--- src/rtl/spi_pkg.sv ---
// Shared constants and state encoding for the SPI master shift engine.
package spi_pkg;

    localparam int unsigned DATA_W = 8;
    localparam int unsigned DVSR_W = 16;
    localparam int unsigned BIT_W  = $clog2(DATA_W);

    typedef enum logic [1:0] {
        IDLE       = 2'd0,
        CPHA_DELAY = 2'd1,
        P0         = 2'd2,
        P1         = 2'd3
    } spi_state_t;

endpackage

--- src/rtl/spi_master_engine.sv ---
// Byte-wide SPI master: shifts din out on mosi, captures miso, generates sclk.
// Optional LSB-first transfers are enabled with the SPI_LSB_FIRST_EN macro.
module spi_master_engine
    import spi_pkg::*;
(
    input  logic              clk,
    input  logic              reset_n,
    input  logic [DATA_W-1:0] din,
    input  logic [DVSR_W-1:0] dvsr,
    input  logic              start,
    input  logic              cpol,
    input  logic              cpha,
`ifdef SPI_LSB_FIRST_EN
    input  logic              lsb_first,
`endif
    output logic [DATA_W-1:0] dout,
    output logic              sclk,
    output logic              mosi,
    input  logic              miso,
    output logic              done_tick,
    output logic              ready
);

    spi_state_t        state_q, state_d;
    logic [DATA_W-1:0] tx_q, tx_d;
    logic [DATA_W-1:0] rx_q, rx_d;
    logic [BIT_W-1:0]  bit_q, bit_d;
    logic [DVSR_W-1:0] cnt_q, cnt_d;
    logic [DVSR_W-1:0] dvsr_q, dvsr_d;
    logic              cpol_q, cpol_d;
    logic              cpha_q, cpha_d;
    logic              sclk_d, mosi_d, done_d, ready_d;
    logic              half_end;
    logic              p_clk;
`ifdef SPI_LSB_FIRST_EN
    logic              lsb_q, lsb_d;
`endif

    assign dout = rx_q;

    // State and datapath registers
    always_ff @(posedge clk or negedge reset_n) begin
        if (!reset_n) begin
            state_q   <= IDLE;
            tx_q      <= '0;
            rx_q      <= '0;
            bit_q     <= '0;
            cnt_q     <= '0;
            dvsr_q    <= '0;
            cpol_q    <= 1'b0;
            cpha_q    <= 1'b0;
            sclk      <= 1'b0;
            mosi      <= 1'b0;
            done_tick <= 1'b0;
            ready     <= 1'b1;
`ifdef SPI_LSB_FIRST_EN
            lsb_q     <= 1'b0;
`endif
        end else begin
            state_q   <= state_d;
            tx_q      <= tx_d;
            rx_q      <= rx_d;
            bit_q     <= bit_d;
            cnt_q     <= cnt_d;
            dvsr_q    <= dvsr_d;
            cpol_q    <= cpol_d;
            cpha_q    <= cpha_d;
            sclk      <= sclk_d;
            mosi      <= mosi_d;
            done_tick <= done_d;
            ready     <= ready_d;
`ifdef SPI_LSB_FIRST_EN
            lsb_q     <= lsb_d;
`endif
        end
    end

    // Next-state, datapath and output decode
    always_comb begin
        state_d  = state_q;
        tx_d     = tx_q;
        rx_d     = rx_q;
        bit_d    = bit_q;
        cnt_d    = cnt_q;
        dvsr_d   = dvsr_q;
        cpol_d   = cpol_q;
        cpha_d   = cpha_q;
        done_d   = 1'b0;
        half_end = (cnt_q == dvsr_q);
`ifdef SPI_LSB_FIRST_EN
        lsb_d    = lsb_q;
`endif

        case (state_q)
            IDLE: begin
                // sclk tracks the live polarity while idle
                cpol_d = cpol;
                if (start) begin
                    tx_d    = din;
                    dvsr_d  = dvsr;
                    cpha_d  = cpha;
                    bit_d   = '0;
                    cnt_d   = '0;
`ifdef SPI_LSB_FIRST_EN
                    lsb_d   = lsb_first;
`endif
                    state_d = cpha ? CPHA_DELAY : P0;
                end
            end
            CPHA_DELAY: begin
                if (half_end) begin
                    cnt_d   = '0;
                    state_d = P0;
                end else begin
                    cnt_d = cnt_q + DVSR_W'(1);
                end
            end
            P0: begin
                if (half_end) begin
                    cnt_d   = '0;
`ifdef SPI_LSB_FIRST_EN
                    rx_d    = lsb_q ? {miso, rx_q[DATA_W-1:1]} : {rx_q[DATA_W-2:0], miso};
`else
                    rx_d    = {rx_q[DATA_W-2:0], miso};
`endif
                    state_d = P1;
                end else begin
                    cnt_d = cnt_q + DVSR_W'(1);
                end
            end
            P1: begin
                if (half_end) begin
                    cnt_d = '0;
                    if (bit_q == BIT_W'(DATA_W - 1)) begin
                        done_d  = 1'b1;
                        state_d = IDLE;
                    end else begin
`ifdef SPI_LSB_FIRST_EN
                        tx_d = lsb_q ? {1'b0, tx_q[DATA_W-1:1]} : {tx_q[DATA_W-2:0], 1'b0};
`else
                        tx_d = {tx_q[DATA_W-2:0], 1'b0};
`endif
                        bit_d   = bit_q + BIT_W'(1);
                        state_d = P0;
                    end
                end else begin
                    cnt_d = cnt_q + DVSR_W'(1);
                end
            end
            default: state_d = IDLE;
        endcase

        // Outputs are decoded from next state so they align with the state register
        p_clk   = ((state_d == P1) && !cpha_d) || ((state_d == P0) && cpha_d);
        sclk_d  = p_clk ^ cpol_d;
        ready_d = (state_d == IDLE);
`ifdef SPI_LSB_FIRST_EN
        mosi_d  = lsb_d ? tx_d[0] : tx_d[DATA_W-1];
`else
        mosi_d  = tx_d[DATA_W-1];
`endif
    end

endmodule

--- config.mk ---
export PLATFORM = sky130hd
export DESIGN_NAME = spi_master_engine
export DESIGN_NICKNAME = d
export VERILOG_FILES = /design/src/rtl/spi_pkg.sv /design/src/rtl/spi_master_engine.sv
export SDC_FILE = /design/constraint.sdc
export NUM_CORES = 1
export LEC_CHECK = 0
export ABC_AREA = 1
export BUFFER_PORTS_ARGS = -buffer_cell sky130_fd_sc_hd__clkbuf_2
export CAP_MARGIN = 20
export CORE_MARGIN = 8
export CORE_UTILIZATION = 55
export CTS_CLUSTER_DIAMETER = 200
export DETAILED_ROUTE_END_ITERATION = 12
export GPL_ROUTABILITY_DRIVEN = 0
export HOLD_SLACK_MARGIN = 0.08
export PLACE_DENSITY = 0.77
export SLEW_MARGIN = 20
export SYNTH_ARGS = -nofsm -noshare
export SYNTH_HDL_FRONTEND = slang
export SYNTH_SLANG_ARGS = --single-unit
--- constraint.sdc ---
create_clock -name clk -period 3.4 [get_ports clk]
set_input_delay 0.34 -clock clk [delete_from_list [all_inputs] [get_ports clk]]
set_output_delay 0.34 -clock clk [all_outputs]
set_load 0.05 [all_outputs]
* Word level (Yosys, flattened, before mapping)
Index checks and enable logic that the tools add are counted.
Storage, ports and cells: bits in registers 58, bits of input ports 30, output and inout port bits 12, word-level logic and storage cells 60
Cells by class: $add $sub $neg 2, eq/ne operators 10, mux-type cells 24, bitwise logic cells 1, reduce and logical (&&, ||, !) cells 11
Operators by type and width (number):
- 16-bit two-way mux | 2
- 16-bit one-hot mux with 2 select lines | 1
- 8-bit two-way mux | 3
- 16-bit by 1-bit adder with 16-bit output (second input constant) | 1
- 16-bit == test | 1
- 8-bit one-hot mux with 2 select lines | 1
- 2-bit two-way mux | 6
- 3-bit two-way mux | 3
- 2-bit == test (second input constant) | 4
- 2-bit one-hot mux with 4 select lines | 1
- 1-bit two-way mux | 6
- 2-bit inequality test (second input constant) | 3
- 3-bit one-hot mux with 2 select lines | 1
- 2-bit logical NOT | 2
- 2-bit AND reduction | 2
- 4-bit AND reduction | 1
- 3-bit by 1-bit adder with 3-bit output (second input constant) | 1
- 3-bit == test (second input constant) | 1
- 3-bit OR reduction | 1
- 2-bit by 1-bit == test with 1-bit output (second input constant) | 1
- 1-bit logical AND | 2
- 2-bit nonzero test | 1
- 1-bit logical NOT | 1
- 1-bit logical OR | 1
- 1-bit XOR | 1

* Logic depth before layout (Yosys ltp)
depth after elaboration 8, mapped depth 13, gate-level depth less buffers 13

* Worst setup path before layout
OpenSTA, ideal clock, no wires.
kind register to register, start register state_q[1], end register tx_q[5], library setup time 0.074 ns, arrival time 1.471 ns, data required time 3.326 ns, slack 1.855 ns, cell stages (with the launch flop) 10, path buffers 1, period minus slack after synthesis 1.545 ns, cells stage by stage dfrtp_1 > nor2_1 > inv_1 > nor2_4 > inv_1 > o21ai_0 > a21boi_4 > buf_6 > o211ai_2 > o21ai_2
On the way: longest elaborated chain between the ends 3, elaborated cells between the ends (all ways) 8, classes of those cells 4 x eq/ne; 1 x mux; 3 x reduce/logical
Ends and longest elaborated chain:
- start: declaration | RTL line spi_master_engine.sv:24 | spi_state_t state_q, state_d;
- start signal: assignment | RTL line spi_master_engine.sv:60 | state_q <= state_d;
- 2-bit == test / 2-bit logical NOT (equally long branches) | RTL line spi_master_engine.sv:94 | case (state_q)
- 2-bit inequality test (no source line) / 2-bit nonzero test (equally long branches)
- 4-bit AND reduction (no source line)
- end signal: assignment | RTL line spi_master_engine.sv:61 | tx_q <= tx_d;
- end: declaration | RTL line spi_master_engine.sv:25 | logic [DATA_W-1:0] tx_q, tx_d;
Parallel ways exist; a longest one is shown, timed or not. A chain may end at the register's enable or synchronous reset.

* Worst setup path after layout
start register state_q[0], end register bit_q[0]
On the way: longest elaborated chain between the ends 3, elaborated cells between the ends (all ways) 8, classes of those cells 4 x eq/ne; 1 x mux; 3 x reduce/logical
Ends and longest elaborated chain:
- 2-bit == test / 2-bit logical NOT (equally long branches) | RTL line spi_master_engine.sv:94
- 2-bit inequality test (no source line) / 2-bit nonzero test (equally long branches)
- 4-bit AND reduction (no source line)
- end signal: assignment | RTL line spi_master_engine.sv:63 | bit_q <= bit_d;
- end: declaration | RTL line spi_master_engine.sv:27 | logic [BIT_W-1:0] bit_q, bit_d;
Parallel ways exist; a longest one is shown, timed or not.

==> reports/qor.yml <==
sta:
  setup_violations: 0
  relSlewSlack_pct: 37.6
  clock.fmax_ghz: 0.480
  tightest_slew_ns: 0.936
  fin_tns_setup_ns: 0
  timing.final.crit_share_pct: 61.3
  drv_slew: 0
  timing.final.crit_period_ns: 2.08
  hold_violations: 0
  rsz0062_at_grt: "no"
  skew_ns: 0.00459
worst_setup_path:
  cp_top_family: "buffers and inverters"
  crit_required_ns: 3.63
  max_stage_delay_ns: 0.58
  cp_num_buf_inv: 2
  crit_path_end_kind: "flip-flop"
  cp_slowest_cell: "a21boi_4"
  r2r_end: "bit_q[0]"
  cp_max_fo: 17
  r2r-start: "state_q[0]"
  cp_cell_sequence: "nand2_1 > clkinv_1 > a21boi_4 > inv_1 > nand2_1 > o21ai_1"
  reg2reg_setup_slack_ns: 1.32
  critPathKind: "flip-flop to flip-flop"
  crit_top_cell: "nand2_1"
  start_kind: "flip-flop"
  critPathArrivalTime_ns: 2.31
  worst-r2r-cell-count: 6
global_route:
  grt_util_met2_pct: 27.8
  use_met3_pct: 7.43
  globalRoute.totalOverflow: 0
  grt_pass1_wl_um: 10400
  grt_pass1_vias: 2367
  antenna_found_initial: 0
  grt_busiest_layer: "met2"
  grt_usage_pct: 17.4
  grt_max_degree: 43
  use_met1_pct: 20.2
floorplanning:
  dieHeight_um: 88.8
  row_count: 26
  dieArea_mm2: 0.00788
  die_x_um: 88.8
  io_pins: 42
  core_area_mm2: 0.00511
  start_util_pct: 57.0
pwr:
  power.switching_uw: 480
  p_clk_share_pct: 37.7
  pwr-share-seq_pct: 47.5
  cellPowerDensity_mw_per_mm2: 510
  total_power_mw: 1.73
  combPwrFrac_pct: 14.7
  power.internal_mw: 1.25
  max-vdd-ir-drop_uv: 353
  p_leak_nw: 1.66
  swShare_pct: 27.8
worst_hold_path:
  min_path_type: "input port to asynchronous set/reset pin"
place:
  io_buffers: 41
  dpl.hpwl_um: 4360
  place_inst: 467
layout:
  fill_cells: 457
  drive_above_1_share_pct: 18.7
  finish.utilization_pct: 66.2
  final_cell_mix: "107 x nand2_1, 57 x dfrtp_1, 53 x inv_1, 40 x clkbuf_2, 36 x o21ai_0"
  nets: 441
  fin_cells: 482
  mostFrequentLayoutCell: "nand2_1"
  register_area_mm2: 0.00145
  diodes: 0
  syn_to_final_growth_pct: 16.2
  multiInputGateArea_mm2: 0.00120
run:
  maxCapViolCount: 0
clocking:
  cts_resized: 0
  cts_buffer_depth: 2
  cts-root-buf: "clkbuf_8"
  cts_max_level: 3
  clk_latency_ns: 0.34
  cts_buffers: 9
  clk_pin_slew_worst_paths_ns: 0.06
  ctsHoldBuffers: 0
  post-cts-setup-buffers: 0
  cts_tree: "yes"
  cts_sinks: 58
synth:
  yosysSeqAreaShare_pct: 49.9
  ys_seq_elements: 58
  synth_top_area_share_pct: 49.0
  synth_cell_type_count: 34
  synth_area_leaders: "dfrtp_1 49%, nand2_1 14%, inv_1 6.8%"
  avgSynthCellArea_um2: 8.05
  netlist_instances: 362
  yosysWarnings: 0
  syn_nets: 395
  synth_top_cell_by_area: "dfrtp_1"
  synth.cell_area_mm2: 0.00291
routing:
  drt_iter0_drc: 158
  via_per_inst: 5.01
  ant_nets: 0
  routedWlPerCell_um: 12.6
  totalWireLength_um: 6080
  dr.pass1.iters: 4
  via_count: 2414
  drc: 0
run_status:
  outcome: "complete, no violations"
==> synthesized netlist by cell type <==
library cell,instances
nand2_2,3
buf_1,1
o21ai_1,3
nor4_1,3
o211ai_2,1
or2_2,1
nor2_2,1
nand3_2,1
dfstp_2,1
inv_2,4
xnor2_1,1
clkinv_1,1
a21boi_4,1
o22ai_1,11
xor2_1,10
buf_2,3
clkbuf_1,3
o21ai_2,1
nor2_1,22
mux2_2,2
ha_1,3
nor3_1,1
o21ai_0,36
o211ai_1,4
nand2_1,107
nor2_4,3
nor4_2,1
a31oi_1,1
nand3_1,17
inv_1,53
dfrtp_1,57
nand4_1,3
a21oi_1,1
buf_6,1
==> layout make-up <==
type / count / share of cell area (%)
Clock inverter: 2 / 1.04
Tap cell: 70 / 2.59
Sequential cell: 58 / 42.9
Clock buffer: 13 / 4.99
Multi-Input combinational cell: 238 / 35.5
Timing Repair Buffer: 43 / 6.51
Inverter: 58 / 6.43
==> registers in the layout, summed over array words and instances, names as in the netlist, 2 cells and up <==
signal / count
state_q: 2
cnt_q: 16
dvsr_q: 16
tx_q: 8
bit_q: 3
dout: 8
==> power by group through the flow <==
stage	Combinational, mW	Clock (mW)	Sequential [mW]
CTS	0.255	0.673	0.820
detailed placement	0.252	0	0.832
floorplan	0.167	0	0.831
global route	0.288	0.702	0.827
finish	0.254	0.651	0.821
global placement	0.245	0	0.827
==> per-layer routing <==
layer / wire [µm] / vias up
li1: - / 1242
met1: 2750 / 1103
met2: 2820 / 59
met3: 431 / 10
met4: 80 / 0
met5: 0 / -
==> per-stage QoR <==
| step | worst slack (ns) | hold slack (ns) | instance area [µm²] |
|---|---|---|---|
| global route | 1.16 | 0.197 | 3380 |
| global placement | 1.40 | 0.472 | 3180 |
| detailed placement | 1.38 | 0.479 | 3180 |
| CTS | 1.36 | 0.185 | 3380 |
| finish | 1.32 | 0.137 | 3380 |
| floorplan | 1.86 | 0.0444 | 2910 |
==> kinds of logic after synthesis <==
group	share of synthesized area [%]
buf+inv	8.89
flops	49.9
compound gates	11.9
fa+ha+maj	1.29
xor+xnor	3.31
simple gates	24.0
mux	0.773
==> worst max path at each step <==
stage,endpoint,slack (ns),cells after the start,startpoint
global placement,tx_q[6],1.40,6,state_q[0]
detailed placement,bit_q[0],1.38,6,state_q[0]
global route,bit_q[0],1.16,11,cnt_q[4]
floorplan,tx_q[5],1.86,9,state_q[1]
finish,bit_q[0],1.32,6,state_q[0]
CTS,bit_q[0],1.36,6,state_q[0]
(Power assumes the default switching activity.)
